**config.mk**
```make
export PLATFORM = sky130hd
export DESIGN_NAME = uart_rx_fsm_flat
export DESIGN_NICKNAME = d
export VERILOG_FILES = /design/src/rtl/uart_rx_fsm_if.sv /design/src/rtl/uart_rx_fsm.sv /design/src/flat_wrapper.sv
export SDC_FILE = /design/constraint.sdc
export NUM_CORES = 1
export LEC_CHECK = 0
export ABC_AREA = 0
export BUFFER_PORTS_ARGS = -buffer_cell sky130_fd_sc_hd__buf_2
export CAP_MARGIN = 20
export CORE_ASPECT_RATIO = 0.75
export CORE_MARGIN = 2
export CORE_UTILIZATION = 40
export DETAILED_ROUTE_END_ITERATION = 7
export GPL_ROUTABILITY_DRIVEN = 0
export HOLD_SLACK_MARGIN = 0.08
export PLACE_DENSITY = 0.67
export SLEW_MARGIN = 20
export SYNTH_ARGS = -nofsm -noshare
export SYNTH_HDL_FRONTEND = slang
export SYNTH_SLANG_ARGS = --single-unit
```
**constraint.sdc**
```tcl
create_clock -name clk -period 3 [get_ports clk]
set_clock_uncertainty 0.2 [all_clocks]
set_input_delay 0.15 -clock clk [delete_from_list [all_inputs] [get_ports clk]]
set_output_delay 0.15 -clock clk [all_outputs]
set_load 0.005 [all_outputs]
```
**src/rtl/uart_rx_fsm_if.sv**
```systemverilog
// ============================================================================
// Module      : uart_rx_fsm_if
// Description : Bundles rx line, sampler, parity-checker and frame-output
//               signals between the UART RX frame controller and its peers.
// Revision    : 1.0 - initial release
// ============================================================================
`default_nettype none

interface uart_rx_fsm_if #(
    parameter int DATA_WIDTH     = 8,
    parameter int PRESCALE_WIDTH = 6
);
    logic                      rx_in;
    logic [PRESCALE_WIDTH-1:0] prescale;
    logic                      par_en;
    logic                      sampled_bit;
    logic                      par_error;
    logic                      dat_samp_en;
    logic [PRESCALE_WIDTH-1:0] edge_cnt;
    logic [DATA_WIDTH-1:0]     p_data;
    logic                      par_chk_en;
    logic                      stp_err;
    logic                      data_valid;

    // Environment side: line, configuration, sampler and parity checker.
    modport master (
        output rx_in, prescale, par_en, sampled_bit, par_error,
        input  dat_samp_en, edge_cnt, p_data, par_chk_en, stp_err, data_valid
    );

    // Frame controller side.
    modport slave (
        input  rx_in, prescale, par_en, sampled_bit, par_error,
        output dat_samp_en, edge_cnt, p_data, par_chk_en, stp_err, data_valid
    );
endinterface

`default_nettype wire

```
**src/rtl/uart_rx_fsm.sv**
```systemverilog
// ============================================================================
// Module      : uart_rx_fsm
// Description : UART receive frame controller; walks start/data/parity/stop
//               bits, deserializes LSB-first and flags good frames.
// Revision    : 1.0 - initial release
// ============================================================================
`default_nettype none

module uart_rx_fsm #(
    parameter int DATA_WIDTH     = 8,
    parameter int PRESCALE_WIDTH = 6
) (
    input wire          clk,
    input wire          rst,
    uart_rx_fsm_if.slave bus
);

    localparam int c_bit_cnt_w = $clog2(DATA_WIDTH + 1);

    typedef enum logic [2:0] {
        ST_IDLE   = 3'd0,
        ST_START  = 3'd1,
        ST_DATA   = 3'd2,
        ST_PARITY = 3'd3,
        ST_STOP   = 3'd4
    } state_t;

    state_t                    r_state,       w_nxt_state;
    logic [PRESCALE_WIDTH-1:0] r_edge,        w_nxt_edge;
    logic [c_bit_cnt_w-1:0]    r_bit_cnt,     w_nxt_bit_cnt;
    logic [DATA_WIDTH-1:0]     r_p_data,      w_nxt_p_data;
    logic                      r_par_en,      w_nxt_par_en;
    logic                      r_stp_err,     w_nxt_stp_err;
    logic                      r_data_valid,  w_nxt_data_valid;
    logic                      r_par_chk_en,  w_nxt_par_chk_en;
    logic                      r_dat_samp_en;

    logic [PRESCALE_WIDTH-1:0] w_samp_pt;
    logic [PRESCALE_WIDTH-1:0] w_last;
    logic                      w_at_samp;
    logic                      w_at_last;

    // Sampler votes around mid and registers, so its result is usable at mid+2.
    assign w_samp_pt = (bus.prescale >> 1) + PRESCALE_WIDTH'(2);
    assign w_last    = bus.prescale - PRESCALE_WIDTH'(1);
    assign w_at_samp = (r_edge == w_samp_pt);
    assign w_at_last = (r_edge == w_last);

    always_comb begin
        w_nxt_state      = r_state;
        w_nxt_bit_cnt    = r_bit_cnt;
        w_nxt_p_data     = r_p_data;
        w_nxt_par_en     = r_par_en;
        w_nxt_stp_err    = r_stp_err;
        w_nxt_data_valid = 1'b0;

        case (r_state)
            ST_IDLE: begin
                if (!bus.rx_in) begin
                    w_nxt_state   = ST_START;
                    w_nxt_par_en  = bus.par_en;
                    w_nxt_stp_err = 1'b0;
                end
            end
            ST_START: begin
                if (w_at_samp && bus.sampled_bit) begin
                    w_nxt_state = ST_IDLE;
                end else if (w_at_last) begin
                    w_nxt_state   = ST_DATA;
                    w_nxt_bit_cnt = '0;
                end
            end
            ST_DATA: begin
                if (w_at_samp) begin
                    w_nxt_p_data = {bus.sampled_bit, r_p_data[DATA_WIDTH-1:1]};
                end
                if (w_at_last) begin
                    w_nxt_bit_cnt = r_bit_cnt + c_bit_cnt_w'(1);
                    if (r_bit_cnt == c_bit_cnt_w'(DATA_WIDTH - 1)) begin
                        w_nxt_state = r_par_en ? ST_PARITY : ST_STOP;
                    end
                end
            end
            ST_PARITY: begin
                if (w_at_last) begin
                    w_nxt_state = ST_STOP;
                end
            end
            ST_STOP: begin
                if (w_at_samp) begin
                    w_nxt_stp_err = ~bus.sampled_bit;
                end
                if (w_at_last) begin
                    w_nxt_data_valid = !r_stp_err && (!r_par_en || !bus.par_error);
                    // A low line here is already the next start bit.
                    if (!bus.rx_in) begin
                        w_nxt_state   = ST_START;
                        w_nxt_par_en  = bus.par_en;
                        w_nxt_stp_err = 1'b0;
                    end else begin
                        w_nxt_state = ST_IDLE;
                    end
                end
            end
            default: begin
                w_nxt_state = ST_IDLE;
            end
        endcase
    end

    always_comb begin
        w_nxt_edge = '0;
        if (r_state != ST_IDLE && w_nxt_state != ST_IDLE && !w_at_last) begin
            w_nxt_edge = r_edge + PRESCALE_WIDTH'(1);
        end
        w_nxt_par_chk_en = (w_nxt_state == ST_PARITY) && (w_nxt_edge == w_samp_pt);
    end

    always_ff @(posedge clk or negedge rst) begin
        if (!rst) begin
            r_state       <= ST_IDLE;
            r_edge        <= '0;
            r_bit_cnt     <= '0;
            r_p_data      <= '0;
            r_par_en      <= 1'b0;
            r_stp_err     <= 1'b0;
            r_data_valid  <= 1'b0;
            r_par_chk_en  <= 1'b0;
            r_dat_samp_en <= 1'b0;
        end else begin
            r_state       <= w_nxt_state;
            r_edge        <= w_nxt_edge;
            r_bit_cnt     <= w_nxt_bit_cnt;
            r_p_data      <= w_nxt_p_data;
            r_par_en      <= w_nxt_par_en;
            r_stp_err     <= w_nxt_stp_err;
            r_data_valid  <= w_nxt_data_valid;
            r_par_chk_en  <= w_nxt_par_chk_en;
            r_dat_samp_en <= (w_nxt_state != ST_IDLE);
        end
    end

    assign bus.dat_samp_en = r_dat_samp_en;
    assign bus.edge_cnt    = r_edge;
    assign bus.p_data      = r_p_data;
    assign bus.par_chk_en  = r_par_chk_en;
    assign bus.stp_err     = r_stp_err;
    assign bus.data_valid  = r_data_valid;

endmodule

`default_nettype wire

```
**src/flat_wrapper.sv**
```systemverilog
// flat-port wrapper written by rule: the top's interface ports become plain ports
module uart_rx_fsm_flat 
#(
    parameter int DATA_WIDTH     = 8,
    parameter int PRESCALE_WIDTH = 6
)
  (clk, rst, bus_rx_in, bus_prescale, bus_par_en, bus_sampled_bit, bus_par_error, bus_dat_samp_en, bus_edge_cnt, bus_p_data, bus_par_chk_en, bus_stp_err, bus_data_valid);
  uart_rx_fsm_if #(.DATA_WIDTH(DATA_WIDTH), .PRESCALE_WIDTH(PRESCALE_WIDTH)) bus_i ();
  input wire clk;
  input wire rst;
  input wire logic [$bits(bus_i.rx_in)-1:0] bus_rx_in;
  input wire logic [$bits(bus_i.prescale)-1:0] bus_prescale;
  input wire logic [$bits(bus_i.par_en)-1:0] bus_par_en;
  input wire logic [$bits(bus_i.sampled_bit)-1:0] bus_sampled_bit;
  input wire logic [$bits(bus_i.par_error)-1:0] bus_par_error;
  output wire logic [$bits(bus_i.dat_samp_en)-1:0] bus_dat_samp_en;
  output wire logic [$bits(bus_i.edge_cnt)-1:0] bus_edge_cnt;
  output wire logic [$bits(bus_i.p_data)-1:0] bus_p_data;
  output wire logic [$bits(bus_i.par_chk_en)-1:0] bus_par_chk_en;
  output wire logic [$bits(bus_i.stp_err)-1:0] bus_stp_err;
  output wire logic [$bits(bus_i.data_valid)-1:0] bus_data_valid;
  assign bus_i.rx_in = bus_rx_in;
  assign bus_i.prescale = bus_prescale;
  assign bus_i.par_en = bus_par_en;
  assign bus_i.sampled_bit = bus_sampled_bit;
  assign bus_i.par_error = bus_par_error;
  assign bus_dat_samp_en = bus_i.dat_samp_en;
  assign bus_edge_cnt = bus_i.edge_cnt;
  assign bus_p_data = bus_i.p_data;
  assign bus_par_chk_en = bus_i.par_chk_en;
  assign bus_stp_err = bus_i.stp_err;
  assign bus_data_valid = bus_i.data_valid;
  uart_rx_fsm #(.DATA_WIDTH(DATA_WIDTH), .PRESCALE_WIDTH(PRESCALE_WIDTH)) u_core (.clk(clk), .rst(rst), .bus(bus_i));
endmodule
```
==> reports/metrics.csv <==
metric,value,unit
outcome,"complete, no violations",
power.internal,918,uW
cp-start-kind,register,
async_flop_share,100,%
vias_per_cell,5.22,
area_growth_syn_to_layout,21.7,%
core,0.00405,sq mm
drtPass1Iterations,4,
die_y,60.3,um
cp-end-kind,register,
port_buffers,29,
placedCellCount,262,
htreeDepth,1,
max_freq,0.356,GHz
cts_buffers,3,
rr_worst_depth,8,
grt_pass1_wl,6200,um
stdcell_area,0.00206,sq mm
relSlewSlack,62.3,%
multiInputGateArea,961,sq um
rr_startpoint,u_core.bus.edge_cnt[2]$_DFF_PN0_,
wl_per_cell,14.1,um
ios,30,
synth-seq-cells,26,
p_total,1500,uW
track_usage,17.3,%
globalRouteOverflowTotal,0,
first_global_vias,1274,
root_buffer,clkbuf_8,
drt_iter0_drc,110,
setup_viol,0,
yosys.cell_types.count,49,
path_clk_slew,0.09,ns
die_w,79.1,um
final_cell_mix,"buf_2, dfrtp_1, nor2_1, inv_1, xnor2_1",
register_area,651,sq um
antenna_found_initial,0,
yosysSeqAreaShare,38.5,%
hold_violations,0,
fin_cells,272,
core.rowCount,20,
hold_start,bus_prescale[1],
required,2.97,ns
seq_power_share,34.5,%
wirelength,3830,um
hold_depth,4,
crit_fanout,11,
drc,0,
initial_utilization,41.7,%
synth-main-ff-cell,dfrtp_1,
rsz0062_at_grt,false,
tightest_slew,0.565,ns
crit_type,register to register,
power_density,729,mW/mm^2
yosysWarnings,0,
max_cap_violations,0,
power.share.clock,19.5,%
clkLatencyLatePin,0.28,ns
vias,1421,
synth_nets,196,
fin_crit,2.81,ns
finalMaxSlewViolations,0,
setup_tns,0,ns
synth_edf_count,0,
crit_arrival,2.77,ns
fill_cells,389,
leakagePower,0.000977,uW
peakVddDrop,0.000335,V
post-cts-setup-buffers,0,
dpl-instance-area,0.00192,sq mm
n_antenna_cell,0,
die_area,0.00477,sq mm
mostFrequentLayoutCell,buf_2,
fin_crit_sh,93.5,%
crit_path_start,u_core.bus.edge_cnt[2]$_DFF_PN0_,
nNetsFinal,236,
hpwl,2830,um
holdCritPathClass,input pin to register,
syn_area_per_cell,9.50,sq um
layout-drive-gt1-share,27.6,%
syn_inst,178,
syn_area,0.00169,sq mm
clkSinkCount,26,
combPwrFrac,46.0,%
drtAntennaViolNets,0,
cts_max_path_buffers,2,
tritoncts,done,
swShare,38.8,%
grt_max_degree,27,
p_sw,583,uW
-- power groups by stage --
stage | clock network (uW) | logic (uW) | registers [uW]
global route | 310 | 765 | 529
global placement | 0 | 654 | 523
detailed placement | 0 | 660 | 523
floorplan | 0 | 475 | 492
finish | 293 | 690 | 517
CTS | 301 | 677 | 517
-- state kept, by name, indices dropped and copies added (netlist names) --
name / cells
u_core.bus.p_data: 8
u_core.bus.edge_cnt: 6
u_core.r_bit_cnt: 4
u_core.r_state: 3
u_core.bus.dat_samp_en: 1
u_core.bus.data_valid: 1
u_core.bus.par_chk_en: 1
u_core.bus.stp_err: 1
u_core.r_par_en: 1
-- final timing paths --
kind | end | slack (ns)
setup / recovery | u_core.r_par_en$_DFFE_PN0P_ | 0.19
hold / removal | u_core.bus.par_chk_en$_DFF_PN0_ | 0.13
setup reg to reg | u_core.r_par_en$_DFFE_PN0P_ | 0.19
hold reg to reg | u_core.bus.p_data[4]$_DFFE_PN0P_ | 0.33
max in group asynchronous | u_core.bus.p_data[1]$_DFFE_PN0P_ | 2.03
min in group asynchronous | u_core.bus.data_valid$_DFF_PN0_ | 0.19
-- cells in the mapped netlist, types with 2 or more instances --
cell type  number  area [sq um]
a21oi_1         5          25.0
a2bb2oi_1       2          17.5
a31oi_1         4          25.0
buf_2           2          10.0
clkbuf_1        4          15.0
dfrtp_1        26           651
ha_1            6          75.1
inv_1          13          48.8
mux2_2         10           113
nand2_1        11          41.3
nand3_1        10          50.1
nor2_1         18          67.6
nor2b_1         2          12.5
nor3_2          2          20.0
nor4_1          4          25.0
o21a_1          2          15.0
o21ai_0         3          15.0
or3_1           2          12.5
xnor2_1        12           105
xor2_1         11          96.3
-- cells by family after synthesis --
| logic type | synth area share [%] |
|---|---|
| DFF | 38.5 |
| adders and majority gates | 4.44 |
| and+or+nand+nor | 20.9 |
| muxes | 7.25 |
| buffers and inverters | 5.03 |
| AOI/OAI and AO/OA | 12.0 |
| xor gates and xnor gates | 11.9 |
-- repair_timing --
action / 4_1_cts / 5_1_grt
hold buffers: 6 / 0
gates resized for setup: 0 / 1
hold endpoints to repair: 30 / 0
setup endpoints to repair: 0 / 1
-- cell type report --
type	instances	share of cell area, %
Multi-Input combinational cell	132	46.7
Sequential cell	26	31.6
Timing Repair Buffer	42	12.5
Tap cell	55	3.34
Inverter	13	2.37
Clock buffer	3	2.01
Clock inverter	1	1.46
-- through the flow --
step / hold slack, ns / worst slack (ns) / util (%)
3_5_place_dp: -0.0146 / 0.0309 / 47.4
4_1_cts: 0.128 / 0.0556 / 50.6
2_1_floorplan: -0.346 / 0.500 / -
3_3_place_gp: -0.0170 / 0.246 / 47.4
6_report: 0.132 / 0.195 / 50.8
5_1_grt: 0.131 / 0.0806 / 50.8
-- routing by layer --
| layer | share of wire (%) | vias to the layer above | GRT usage, % |
|---|---|---|---|
| met1 | 52 | 673 | 26.4 |
| li1 | - | 704 | - |
| met5 | 0 | - | 0 |
| met2 | 43 | 39 | 23.2 |
| met3 | 4.3 | 5 | 4.08 |
| met4 | 1.3 | 0 | 6.90 |
-- critical path, stage by stage, from the launching register on --
cell	delay, ns
dfrtp_1	0.48
xor2_1	0.21
xnor2_1	0.21
o21ai_2	0.10
or3_4	0.47
nand2_1	0.14
nand2_1	0.07
mux2_2	0.26
dlygate4sd3_1	0.55
No activity file was read; power rests on OpenSTA's default activity.
